File: config.mk
export PLATFORM = sky130hd
export DESIGN_NAME = uart_echo_fifo
export DESIGN_NICKNAME = d
export VERILOG_FILES = /design/src/rtl/uart_echo_fifo.sv
export SDC_FILE = /design/constraint.sdc
export NUM_CORES = 1
export LEC_CHECK = 0
export CAP_MARGIN = 10
export CORE_MARGIN = 2
export CORE_UTILIZATION = 55
export DETAILED_ROUTE_END_ITERATION = 8
export PLACE_DENSITY = 0.78
export SYNTH_ARGS = -nofsm -noshare
export SYNTH_HDL_FRONTEND = slang
export SYNTH_SLANG_ARGS = --single-unit
File: constraint.sdc
create_clock -name clk -period 7.05 [get_ports clk]
set_clock_uncertainty 0.15 [all_clocks]
set_input_delay 1.41 -clock clk [delete_from_list [all_inputs] [get_ports clk]]
set_output_delay 1.41 -clock clk [all_outputs]
set_load 0.005 [all_outputs]
File: src/rtl/uart_echo_fifo.sv
// uart_echo_fifo: buffers uart_rx bytes in a circular FIFO (optional XOR mask at push) and replays them to uart_tx.
// Latency: rx_ready rise in cycle N -> tx_send/tx_data in cycle N+2 with an empty FIFO and idle transmitter.
// Backpressure: tx_busy stalls replay via send/busy handshake; pushes into a full FIFO are dropped and set sticky overflow.
// Optional build: define UART_ECHO_FIFO_STATS_EN to add 16-bit rx_count/tx_count outputs.
module uart_echo_fifo #(
    parameter int                DATA_W   = 8,
    parameter int                DEPTH    = 16,
    parameter logic [DATA_W-1:0] XOR_MASK = DATA_W'('h20),
    parameter int                CLKFREQ  = 12000000
) (
    input  logic                     clk,
    input  logic                     rst_n,
`ifdef UART_ECHO_FIFO_STATS_EN
    output logic [15:0]              rx_count,
    output logic [15:0]              tx_count,
`endif
    input  logic                     rx_ready,
    input  logic [DATA_W-1:0]        rx_data,
    input  logic                     xor_en,
    input  logic                     tx_busy,
    output logic                     tx_send,
    output logic [DATA_W-1:0]        tx_data,
    output logic [$clog2(DEPTH):0]   fifo_level,
    output logic                     overflow,
    input  logic                     ovf_clr,
    output logic                     heartbeat
);

    localparam int AW    = $clog2(DEPTH);
    localparam int LVL_W = AW + 1;
    localparam int HB_W  = (CLKFREQ > 1) ? $clog2(CLKFREQ) : 1;

    typedef enum logic [1:0] {
        S_IDLE = 2'd0,
        S_REQ  = 2'd1,
        S_WAIT = 2'd2
    } state_t;

    state_t            state;
    logic              rx_ready_q;
    logic              armed;
    logic              push_evt;
    logic              push_ok;
    logic              drop;
    logic              pop;
    logic              full;
    logic              empty;
    logic [AW-1:0]     wr_ptr;
    logic [AW-1:0]     rd_ptr;
    logic [DATA_W-1:0] mem [DEPTH];
    logic [HB_W-1:0]   hb_cnt;

    // armed stays low for the first cycle after reset so a level already high
    // at release is absorbed into rx_ready_q instead of being seen as an edge.
    assign push_evt = rx_ready & ~rx_ready_q & armed;
    assign full     = (fifo_level == LVL_W'(DEPTH));
    assign empty    = (fifo_level == '0);
    // Pop only on the IDLE->REQ transition; an empty FIFO never pops (no bypass).
    assign pop      = (state == S_IDLE) && !empty && !tx_busy;
    // A full FIFO still accepts a push when the head leaves in the same cycle.
    assign push_ok  = push_evt && (!full || pop);
    assign drop     = push_evt && full && !pop;

    // Edge-detect history and post-reset arming.
    always_ff @(posedge clk or negedge rst_n) begin
        if (!rst_n) begin
            rx_ready_q <= 1'b0;
            armed      <= 1'b0;
        end else begin
            rx_ready_q <= rx_ready;
            armed      <= 1'b1;
        end
    end

    // Storage array; contents need no reset because the pointers define validity.
    always_ff @(posedge clk) begin
        if (push_ok) begin
            mem[wr_ptr] <= rx_data ^ (xor_en ? XOR_MASK : '0);
        end
    end

    // Circular pointers (power-of-two depth wraps naturally) and occupancy.
    always_ff @(posedge clk or negedge rst_n) begin
        if (!rst_n) begin
            wr_ptr     <= '0;
            rd_ptr     <= '0;
            fifo_level <= '0;
        end else begin
            if (push_ok) begin
                wr_ptr <= wr_ptr + AW'(1);
            end
            if (pop) begin
                rd_ptr <= rd_ptr + AW'(1);
            end
            case ({push_ok, pop})
                2'b10:   fifo_level <= fifo_level + LVL_W'(1);
                2'b01:   fifo_level <= fifo_level - LVL_W'(1);
                default: fifo_level <= fifo_level;
            endcase
        end
    end

    // Sticky overflow; a drop in the same cycle as a clear keeps the flag set.
    always_ff @(posedge clk or negedge rst_n) begin
        if (!rst_n) begin
            overflow <= 1'b0;
        end else if (drop) begin
            overflow <= 1'b1;
        end else if (ovf_clr) begin
            overflow <= 1'b0;
        end
    end

    // Transmit handshake FSM with registered tx_send/tx_data.
    always_ff @(posedge clk or negedge rst_n) begin
        if (!rst_n) begin
            state   <= S_IDLE;
            tx_send <= 1'b0;
            tx_data <= '0;
        end else begin
            case (state)
                S_IDLE: begin
                    if (pop) begin
                        tx_data <= mem[rd_ptr];
                        tx_send <= 1'b1;
                        state   <= S_REQ;
                    end
                end
                S_REQ: begin
                    // No timeout: a transmitter that never goes busy holds us here.
                    if (tx_busy) begin
                        tx_send <= 1'b0;
                        state   <= S_WAIT;
                    end
                end
                S_WAIT: begin
                    if (!tx_busy) begin
                        state <= S_IDLE;
                    end
                end
                default: begin
                    tx_send <= 1'b0;
                    state   <= S_IDLE;
                end
            endcase
        end
    end

    // Free-running heartbeat divider; toggles the output on each wrap to zero.
    always_ff @(posedge clk or negedge rst_n) begin
        if (!rst_n) begin
            hb_cnt    <= '0;
            heartbeat <= 1'b0;
        end else if (hb_cnt == HB_W'(CLKFREQ - 1)) begin
            hb_cnt    <= '0;
            heartbeat <= ~heartbeat;
        end else begin
            hb_cnt <= hb_cnt + HB_W'(1);
        end
    end

`ifdef UART_ECHO_FIFO_STATS_EN
    // Traffic counters: every edge counts as received (dropped bytes included), every pop as sent.
    always_ff @(posedge clk or negedge rst_n) begin
        if (!rst_n) begin
            rx_count <= '0;
            tx_count <= '0;
        end else begin
            if (push_evt) begin
                rx_count <= rx_count + 16'd1;
            end
            if (pop) begin
                tx_count <= tx_count + 16'd1;
            end
        end
    end
`endif

endmodule

* Word level (Yosys, flattened, before mapping) *
Memory sizes are Yosys's and may differ from the RTL's. A register that Yosys moved wholly into a read port is not among the register bits.
Index checks and enable logic that the tools add are counted.

word-level totals
  flip-flop bits (word level) = 44
  memory bits (writable) = 128
  memories = 1

operators by class
  add/subtract/negate cells = 5
  equal/unequal tests = 9
  mux-type cells = 14
  bitwise operators = 6
  reduce and logical (&&, ||, !) cells = 18

memories
  memory  words  width  read ports  clocked after memory_dff  wr ports  RTL line  RTL
  mem     16     8      1           1                         1         50        logic [DATA_W-1:0] mem [DEPTH];

operator list
  operator                                              count
  adder 24 x 1 -> 24 bit (second input constant)        1
  equality test 24 bit (second input constant)          1
  two-way mux 24 bit                                    1
  one-hot mux 5 bit (2 select lines)                    1
  adder 4 x 1 -> 4 bit (second input constant)          2
  bitwise XOR 8 x 6 -> 8 bit                            1
  two-way mux 1 bit                                     6
  two-way mux 2 bit                                     3
  two-way mux 6 bit                                     1
  != test 2 bit (second input constant)                 3
  one-hot mux 2 bit (3 select lines)                    1
  AND reduction 3 bit                                   2
  adder 5 x 1 -> 5 bit (second input constant)          1
  equality test 5 bit (second input constant)           1
  logical AND 1 bit                                     5
  zero test 1 bit                                       5
  zero test 5 bit                                       1
  subtractor 5 x 1 -> 5 bit (second input constant)     1
  equality test 2 x 1 -> 1 bit (second input constant)  2
  equality test 2 bit (second input constant)           2
  nonzero test 2 bit                                    2
  inverter 1 bit                                        3
  one-hot mux 1 bit (3 select lines)                    1
  bitwise AND 1 bit                                     2
  other kinds (3)                                       3

* Longest topological paths before layout *
  depth after elaboration = 8
  depth in mapped cells = 9

* Worst setup path before layout *
OpenSTA, ideal clock, no wires.

  path kind = input to register
  start = in tx_busy
  end = mem mem[5][0], enable pin
  setup time = 383 ps
  data arrival time = 3017 ps
  data required time = 6517 ps
  setup slack = 3499 ps
  stages on the path = 5
  buffers on the path = 1
  cell sequence = or3_1 > buf_2 > a31oi_2 > nand2_1 > nor3_1

on the way
  word-level cells in the longest chain between the ends = 6

RTL lines
  what               RTL line  RTL
  from (decl)        20        input logic tx_busy,
  zero test 1 bit    n/a
  logical AND 1 bit  59        assign pop = (state == S_IDLE) && !empty && !tx_busy;
  logical OR 1 bit   61        assign push_ok = push_evt && (!full || pop);
  logical AND 1 bit  61
  two-way mux 1 bit  77        if (push_ok) begin
  two-way mux 1 bit  78        mem[wr_ptr] <= rx_data ^ (xor_en ? XOR_MASK : '0);
  to (decl)          50

No other way between the ends.

* Worst setup path after layout *
  start = in tx_busy
  end = mem mem[5][2], enable pin

Same word-level chain as after synthesis.

==> impl_metrics.env <==
export IMPL_required_ns=6.95
export IMPL_cts_setup_buffers=0
export IMPL_synth_edf_count=128
export IMPL_rsz0062_at_grt="no"
export IMPL_hold_start="heartbeat"
export IMPL_synth_ff_type="edfxtp_1"
export IMPL_arrival_ns=4.07
export IMPL_synth_mux_area_fraction=0.122
export IMPL_io_pins=30
export IMPL_vias=4001
export IMPL_synthXorXnorAreaFrac=0.0413
export IMPL_pwr_share_seq=0.437
export IMPL_grt_overflow=0
export IMPL_synthAdderAreaFrac=0.0135
export IMPL_die_w_um=120
export IMPL_synthToLayoutAreaGrowth_pct=14.4
export IMPL_clk_latency_ns=0.43
export IMPL_drive_gt1_frac=0.159
export IMPL_yosysTopAreaCell="edfxtp_1"
export IMPL_fin_tns_setup_ns=0
export IMPL_dpl_instance_area_um2=7870
export IMPL_fmax_ghz=0.240
export IMPL_synth_cells=450
export IMPL_slew_headroom=0.120
export IMPL_cts_resized=0
export IMPL_cts_buffers=17
export IMPL_p_switching_w=0.000859
export IMPL_maxCapViolCount=0
export IMPL_synth_top_area_share=0.518
export IMPL_root_buffer="clkbuf_16"
export IMPL_postLayoutCellArea_um2=8490
export IMPL_startpoint="tx_busy"
export IMPL_synth_top_cells_by_area="edfxtp_1 (52%), dfrtp_1 (18%), mux4_2 (9.7%)"
export IMPL_first_pass_iters=5
export IMPL_period_minus_slack_ns=4.17
export IMPL_postRouteAntennaNets=0
export IMPL_period_share=0.591
export IMPL_status="completed"
export IMPL_dr_first_iter_drc_count=497
export IMPL_holdCritPathClass="flop to flop"
export IMPL_ys_seq_area_frac=0.693
export IMPL_hpwl_um=9190
export IMPL_nNetsFinal=505
export IMPL_core_um2=13200
export IMPL_clockBufferDepth=2
export IMPL_synth_compound_area_share=0.0282
export IMPL_ir_drop_v=0.000206
export IMPL_grt_pass1_vias=4011
export IMPL_viasPerCell=5.95
export IMPL_n_antenna_cell=0
export IMPL_end_kind="flop"
export IMPL_cts_hold_buf=0
export IMPL_tightest_slew_ns=1.31
export IMPL_internal_power_w=0.00220
export IMPL_clkPwrFrac=0.320
export IMPL_synth_common_cells="edfxtp_1 (128), dfrtp_1 (52), nor2_1 (35)"
export IMPL_syn_cell_area_um2=7420
export IMPL_die_h_um=120
export IMPL_worstPathMaxFanout=9
export IMPL_reg2reg_slack_ns=3.94
export IMPL_avgRoutedWirePerCell_um=22.0
export IMPL_synthArstFlopShare=0.289
export IMPL_grt_pass1_wl_um=23600
export IMPL_p_leak_nw=3.00
export IMPL_place_worst_setup_slack_ns=2.45
export IMPL_avgSynthCellArea_um2=16.5
export IMPL_power_frac_comb=0.243
export IMPL_final_max_slew_violation_count=0
export IMPL_powerDensity_nw_per_um2=360
export IMPL_cts_tree="done"
export IMPL_synth_nets=472
export IMPL_port_buffer_count=29
export IMPL_start_kind="primary input"
export IMPL_grt_usage=0.227
export IMPL_worstReg2RegStart="state[1]"
export IMPL_dieArea_um2=14400
export IMPL_yosysWarnings=0
export IMPL_htreeDepth=4
export IMPL_rows=42
export IMPL_synth_simple_area_share=0.0835
export IMPL_finalHoldViolations=0
export IMPL_setup_viol=0
export IMPL_ys_seq_elements=180
export IMPL_yosysMostFrequentCell="edfxtp_1"
export IMPL_antenna_found_initial=0
export IMPL_synth_top_family_by_area="multiplexers"
export IMPL_setup_ws_ns=2.88
export IMPL_swShare=0.281
export IMPL_grt_max_degree=53
export IMPL_path_clk_slew_ns=0.06
export IMPL_wirelength_um=14800
export IMPL_synth_cell_types=49
export IMPL_critical_path_class="primary input to flop"
export IMPL_gp_congestion=0.868
export IMPL_cts_sinks=180
export IMPL_drc=0
export IMPL_initial_utilization=0.563
-- worst max-delay path, cell delays in order --
cell and delay (ns):
clkdlybuf4s50_1 0.48, or3_1 0.51, a31oi_2 0.55, nand2_1 0.23, nor3_1 0.88
-- worst paths after layout --
check                      depth (start not counted)        end
max in group asynchronous                          2  rd_ptr[0]
min                                                1  heartbeat
min reg2reg                                        1  heartbeat
max                                                5  mem[5][2]
max reg2reg                                        4  mem[5][2]
min in group asynchronous                          2  hb_cnt[8]
-- cells by family (layout without fill, tap and decap cells) --
logic type,Yosys count,after routing
AO/OA/AOI/OAI,27,27
XOR/XNOR,35,35
adder cells (fa/ha/maj),8,8
buffers and inverters,31,77
flip-flops,180,180
multiplexers,50,50
other,1,1
AND/OR/NAND/NOR,118,118
-- sequential cells by signal (all words and copies together), names as in the netlist, 2 cells and up --
register,flops
wr_ptr,4
state,2
hb_cnt,24
fifo_level,5
rd_ptr,4
tx_data,8
mem,128
-- routing by layer --
layer / GRT usage / part of all wire / vias up
met5: 0 / 0 / -
met4: 0.0765 / 0.023 / 0
met3: 0.0537 / 0.072 / 28
met2: 0.338 / 0.47 / 178
met1: 0.335 / 0.43 / 2013
li1: - / - / 1782
-- power by group through the flow --
| stage | logic [W] | registers, W | clock network, W |
|---|---|---|---|
| global placement | 0.000720 | 0.00135 | 0 |
| CTS | 0.000748 | 0.00133 | 0.000992 |
| detailed placement | 0.000742 | 0.00135 | 0 |
| global route | 0.000797 | 0.00135 | 0.00103 |
| floorplan | 0.000544 | 0.00130 | 0 |
| finish | 0.000742 | 0.00133 | 0.000978 |
-- through the flow --
step / std cells / hold slack [ns] / total power [W] / utilization
finish: 672 / 0.325 / 0.00305 / 0.644
global route: 672 / 0.333 / 0.00318 / 0.644
CTS: 672 / 0.324 / 0.00307 / 0.644
detailed placement: 640 / 0.316 / 0.00210 / 0.597
global placement: 640 / 0.304 / 0.00207 / 0.597
floorplan: 450 / 0.307 / 0.00184 / -
-- final cells by class --
cell class                      count  area (µm²)
Clock buffer                       22         474
Tap cell                          176         220
Sequential cell                   180        5150
Timing Repair Buffer               33         315
Clock inverter                     10         145
Multi-Input combinational cell    239        2140
Inverter                           12        45.0
Fill cell                         890        4700
-- cell usage in the layout (no fill, tap or decap), drive strengths merged, types with 3 or more instances in the layout --
master	instances
xnor2	20
mux2i	16
dfrtp	52
mux4	32
buf	5
edfxtp	128
o21ai	3
nand2	16
nor4	3
ha	8
and2	10
xor2	15
a21oi	6
nor3	15
nand4	5
nor2	37
inv	15
and4	3
clkbuf	22
nand3	13
clkdlybuf4s50	28
and3	4
bufinv	3
a221oi	9
Power figures use the tool's default switching activity.
